**config.mk**
```make
export PLATFORM = sky130hd
export DESIGN_NAME = instr_sequencer
export DESIGN_NICKNAME = d
export VERILOG_FILES = /design/src/rtl/seq_pkg.sv /design/src/rtl/prog_buffer.sv /design/src/rtl/instr_sequencer.sv
export SDC_FILE = /design/constraint.sdc
export NUM_CORES = 1
export LEC_CHECK = 0
export CAP_MARGIN = 25
export CORE_MARGIN = 3
export CORE_UTILIZATION = 50
export CTS_CLUSTER_SIZE = 10
export DETAILED_ROUTE_END_ITERATION = 6
export HOLD_SLACK_MARGIN = 0.05
export PLACE_DENSITY = 0.82
export SKIP_LAST_GASP = 1
export SYNTH_ARGS = -nofsm -noshare
export SYNTH_HDL_FRONTEND = slang
export SYNTH_SLANG_ARGS = --single-unit
```
**constraint.sdc**
```tcl
create_clock -name CLKb -period 2.3 [get_ports CLKb]
set_input_delay 0.46 -clock CLKb [delete_from_list [all_inputs] [get_ports CLKb]]
set_output_delay 0.46 -clock CLKb [all_outputs]
set_load 0.02 [all_outputs]
```
**src/rtl/seq_pkg.sv**
```systemverilog
// Shared types and widths for the program sequencer.
package seq_pkg;

    localparam int unsigned WORD_W = 10;

    typedef enum logic [1:0] {
        IDLE  = 2'd0,
        RUN   = 2'd1,
        DRAIN = 2'd2,
        HALT  = 2'd3
    } seq_state_t;

endpackage

```
**src/rtl/prog_buffer.sv**
```systemverilog
// Program word store: synchronous write port, asynchronous read port.
module prog_buffer
    import seq_pkg::*;
#(
    parameter int unsigned DEPTH = 8,
    parameter int unsigned AW    = $clog2(DEPTH)
) (
    input  logic              clk,
    input  logic              we,
    input  logic [AW-1:0]     waddr,
    input  logic [WORD_W-1:0] wdata,
    input  logic [AW-1:0]     raddr,
    output logic [WORD_W-1:0] rdata
);

    logic [WORD_W-1:0] mem [DEPTH];

    always_ff @(posedge clk) begin
        if (we) begin
            mem[waddr] <= wdata;
        end
    end

    assign rdata = mem[raddr];

endmodule

```
**src/rtl/instr_sequencer.sv**
```systemverilog
// Feeds a loaded program to the processor D input one word per EXT strobe.
// Define SEQ_LOOP_EN to repeat the program forever instead of halting.
module instr_sequencer
    import seq_pkg::*;
#(
    parameter int unsigned DEPTH = 8
) (
    input  logic                      CLKb,
    input  logic                      CLR,
    input  logic [WORD_W-1:0]         D_SW,
    input  logic                      LOAD,
    input  logic                      START,
    input  logic                      EXT,
    input  logic                      DONE,
    output logic [WORD_W-1:0]         D_OUT,
    output logic                      RUNNING,
    output logic                      HALTED,
    output logic                      FULL,
    output logic                      EMPTY,
    output logic [$clog2(DEPTH)-1:0]  PC,
    output logic                      ERR
);

    localparam int unsigned PC_W  = $clog2(DEPTH);
    localparam int unsigned CNT_W = $clog2(DEPTH) + 1;

    seq_state_t        state, state_next;
    logic [PC_W-1:0]   pc, pc_next;
    logic [CNT_W-1:0]  count, count_next;
    logic              err, err_next;
    logic              we;
    logic              last;
    logic [WORD_W-1:0] rdata;

    prog_buffer #(.DEPTH(DEPTH), .AW(PC_W)) u_buf (
        .clk   (CLKb),
        .we    (we),
        .waddr (PC_W'(count)),
        .wdata (D_SW),
        .raddr (pc),
        .rdata (rdata)
    );

    assign last = ((CNT_W'(pc) + CNT_W'(1)) == count);

    always_ff @(posedge CLKb) begin
        if (CLR) begin
            state <= IDLE;
            pc    <= '0;
            count <= '0;
            err   <= 1'b0;
        end else begin
            state <= state_next;
            pc    <= pc_next;
            count <= count_next;
            err   <= err_next;
        end
    end

    always_comb begin
        state_next = state;
        pc_next    = pc;
        count_next = count;
        err_next   = err;
        we         = 1'b0;
        case (state)
            IDLE: begin
                if (LOAD && !FULL) begin
                    we         = 1'b1;
                    count_next = count + CNT_W'(1);
                end
                // A same-cycle LOAD makes an empty buffer startable.
                if (START && ((count != '0) || we)) begin
                    pc_next    = '0;
                    state_next = RUN;
                end
            end
            RUN: begin
                if (EXT) begin
                    pc_next = pc + PC_W'(1);
                    if (last) begin
                        if (DONE) begin
`ifdef SEQ_LOOP_EN
                            pc_next    = '0;
                            state_next = RUN;
`else
                            state_next = HALT;
`endif
                        end else begin
                            state_next = DRAIN;
                        end
                    end
                end
            end
            DRAIN: begin
                if (EXT) begin
                    err_next = 1'b1;
                end
                if (DONE) begin
`ifdef SEQ_LOOP_EN
                    pc_next    = '0;
                    state_next = RUN;
`else
                    state_next = HALT;
`endif
                end
            end
            HALT: begin
                if (START) begin
                    pc_next    = '0;
                    state_next = RUN;
                end
            end
            default: state_next = IDLE;
        endcase
    end

    always_comb begin
        D_OUT = '0;
        case (state)
            IDLE:    D_OUT = D_SW;
            RUN:     D_OUT = rdata;
            default: D_OUT = '0;
        endcase
    end

    assign RUNNING = (state == RUN) || (state == DRAIN);
    assign HALTED  = (state == HALT);
    assign FULL    = (count == CNT_W'(DEPTH));
    assign EMPTY   = (count == '0);
    assign PC      = pc;
    assign ERR     = err;

endmodule

```
==> run metrics <==
Die Y=approximately 95 microns; violated checks=negative setup slack; CTS Buffer Depth=2; Iter 0 DRT Violations=around 150; Pins Over Slew Limit=0; Top Ports=34; DRT Pass-1 Iters=4; clock skew=approximately 0.0074 ns; ant diodes=0; post-synthesis simple-gate area fraction=~5.7%; antenna violations before repair=0; Worst Hold Class=flip-flop to flip-flop; Yosys cell types=41; htree depth=3; dpl hpwl=approximately 4900 microns; Mapped Cells=220; largest fanout on the critical path=7; clock sinks=93; die area=between 8000 and 9000 sq um; CTS Buf Count=9; Worst IR Drop VDD=around 0.6 mV; leakage=1.74 nW; Synth area leaders=edfxtp_1 (61%), mux4_2 (8.0%), dfxtp_1 (6.6%), mux4_1 (4.0%), mux2_2 (2.9%); dpl ws=-0.265 ns; Yosys Warn Count=0; critical path endpoint category=output pin; Starting Density=between 50% and 60%; FFs w/ async S/R, synth=0%; Placed Cells=between 300 and 400; clock slew seen by the registers of the worst setup and hold paths=~0.090 ns; Post-Synth XOR/XNOR Area=~1.3%; period utilization=108%; PortBufs=33; status=complete, but fails checks; worst-skew pair later-pin latency=about 0.34 ns; Cell Area, Synth=slightly below 4000 sq um; RSZ-0062 raised after global routing=true; Hold Vio Cnt, Final=0; Critical Path Start Type=flip-flop; CTS root buffer=clkbuf_8; final worst setup slack=-0.177 ns; Final ANT Viol Nets=0; Total GRT Usage=between 10% and 20%; CP arrival=around 2.0 ns; Worst slew margin=between 70% and 80%; gp weighted congestion=roughly 0.83; via/cell ratio=~5.7; maxcap violations=0; P&R area growth vs syn=24.7%; final net count=about 310; Routed WL=7810 microns; power density cells=between 1000 and 1500 nW/um^2; worst path required time=1.84 ns; Final Non-Filler Cells=~390; Max Clock Freq=roughly 400 MHz; Mapped Nets=between 200 and 250; largest area contributor in the netlist=edfxtp_1; largest family of logic cells by synthesized area=multiplexers; vias in the first global route=2,251; Least-Margin Pin Slew=between 0.4 and 0.5 ns; Synth Area in Compound Gates=5.13%; commonest non-fill, non-tap cell in the layout=edfxtp_1; Tmin final=roughly 2.5 ns; layout cells sized above 1=32.5%; first-pass GRT wire length=12,500 microns; largest net degree at the start of global routing=21; final setup fails=10; via count=about 2,200; global route total overflow=0; hold-fix buffers at CTS=0; Core Region=around 7400 sq um; Synth Flop Type=edfxtp_1; Remaining DRCs=0; die span in x=94.7 microns; kind of critical path=flip-flop to output pin; Adder-Cell Fraction of Synth Area=roughly 2.2%; sequential-to-total area share from yosys stat=between 60 and 70%; mux contribution to synthesized area=between 15 and 20%; Post-synth EDFFs=80; FF+latch count, synth=93; # rows=31; commonest non-fill, non-tap cells in the layout=edfxtp_1 (80), buf_4 (24), mux4_2 (20), clkdlybuf4s50_1 (20), dfxtp_1 (11); Mean Syn Cell Area=between 15 and 20 sq um; routed len/inst=between 20 and 25 microns; post-synth top area share=between 60 and 70%; TritonCTS clock tree=done
==> logic make-up after synthesis <==
kind of cell | count (synthesis)
DFF | 93
and+or+nand+nor | 40
muxes | 32
AOI/OAI and AO/OA | 24
buffers and inverters | 20
adders and majority gates | 7
xor gates and xnor gates | 4
==> timing repair <==
action	in CTS	in global routing
pin swaps	0	0
buffers inserted	1	0
gates resized for setup	69	14
cloned	1	0
setup endpoints to repair	11	13
==> worst max-delay path, cell delays in order, from the launching register on <==
cell	delay, ns
dfxtp_4	0.40
buf_12	0.14
mux4_2	0.51
mux2_4	0.29
a22o_1	0.20
buf_6	0.13
==> sequential cells by signal, summed over array words and instances, names as in the netlist, named ones only <==
register,cells
count,4
u_buf.mem,80
ERR,1
state,2
PC,3
==> path summary, 6_finish.rpt <==
| check | end | from | slack [ns] | cells after the start |
|---|---|---|---|---|
| hold reg to reg | count[0]$_SDFFE_PP0P_ | count[0]$_SDFFE_PP0P_ | 0.52 | 2 |
| setup / recovery | D_OUT[2] | flip-flop | -0.18 | 5 |
| setup reg to reg | u_buf.mem[6][6]$_DFFE_PP_ | state[0]$_SDFFE_PP0P_ | 0.30 | 8 |
| hold / removal | count[0]$_SDFFE_PP0P_ | count[0]$_SDFFE_PP0P_ | 0.52 | 2 |
==> Yosys cell counts, types with 2 or more instances <==
cell,instances
xor2_1,2
nand3b_1,2
buf_6,3
mux4_1,6
ha_1,7
mux2i_1,2
clkbuf_1,7
inv_1,9
nor2_1,10
nand3_1,2
nand2b_1,8
mux2_2,10
a22o_1,10
edfxtp_1,80
and3_1,2
mux4_2,14
dfxtp_1,13
a21oi_1,4
nand2_1,6
nor3_1,2
==> layout make-up <==
type                       instances  area (sq um)
clock buffer                       9           124
multi-input combinational        107          1180
tap                               99           124
clock inverter                     7           106
inverter                           9          33.8
sequential                        93          2670
fill                             516          2550
timing repair buffer              64           662
==> power by group <==
part | switching [mW] | internal (mW)
combinational | 0.817 | 0.905
clock | 0.578 | 0.631
sequential | 0.0770 | 1.98
total | 1.47 | 3.52
==> routing by layer <==
layer / track usage, % / share of wire (%) / vias to the layer above
met2: 32.5 / 51 / 79
met1: 25.6 / 43 / 1114
li1: - / - / 1001
met5: 0 / 0 / -
met3: 3.27 / 5.7 / 4
met4: 6.97 / 0.68 / 0
==> per-stage QoR <==
step	util [%]	cell area (sq um)	setup TNS, ns	hold WS, ns	power [mW]
after floorplan	-	3940	0	0.482	3.06
after global placement	61.9	4610	-2.05	0.455	3.66
after detailed placement	61.9	4610	-2.30	0.516	3.70
after CTS	65.9	4910	-2.02	0.530	5.01
after global routing	65.8	4900	-2.22	0.555	5.22
final	65.8	4900	-1.45	0.518	4.99
Note: power is estimated with default switching activity, not from simulation.
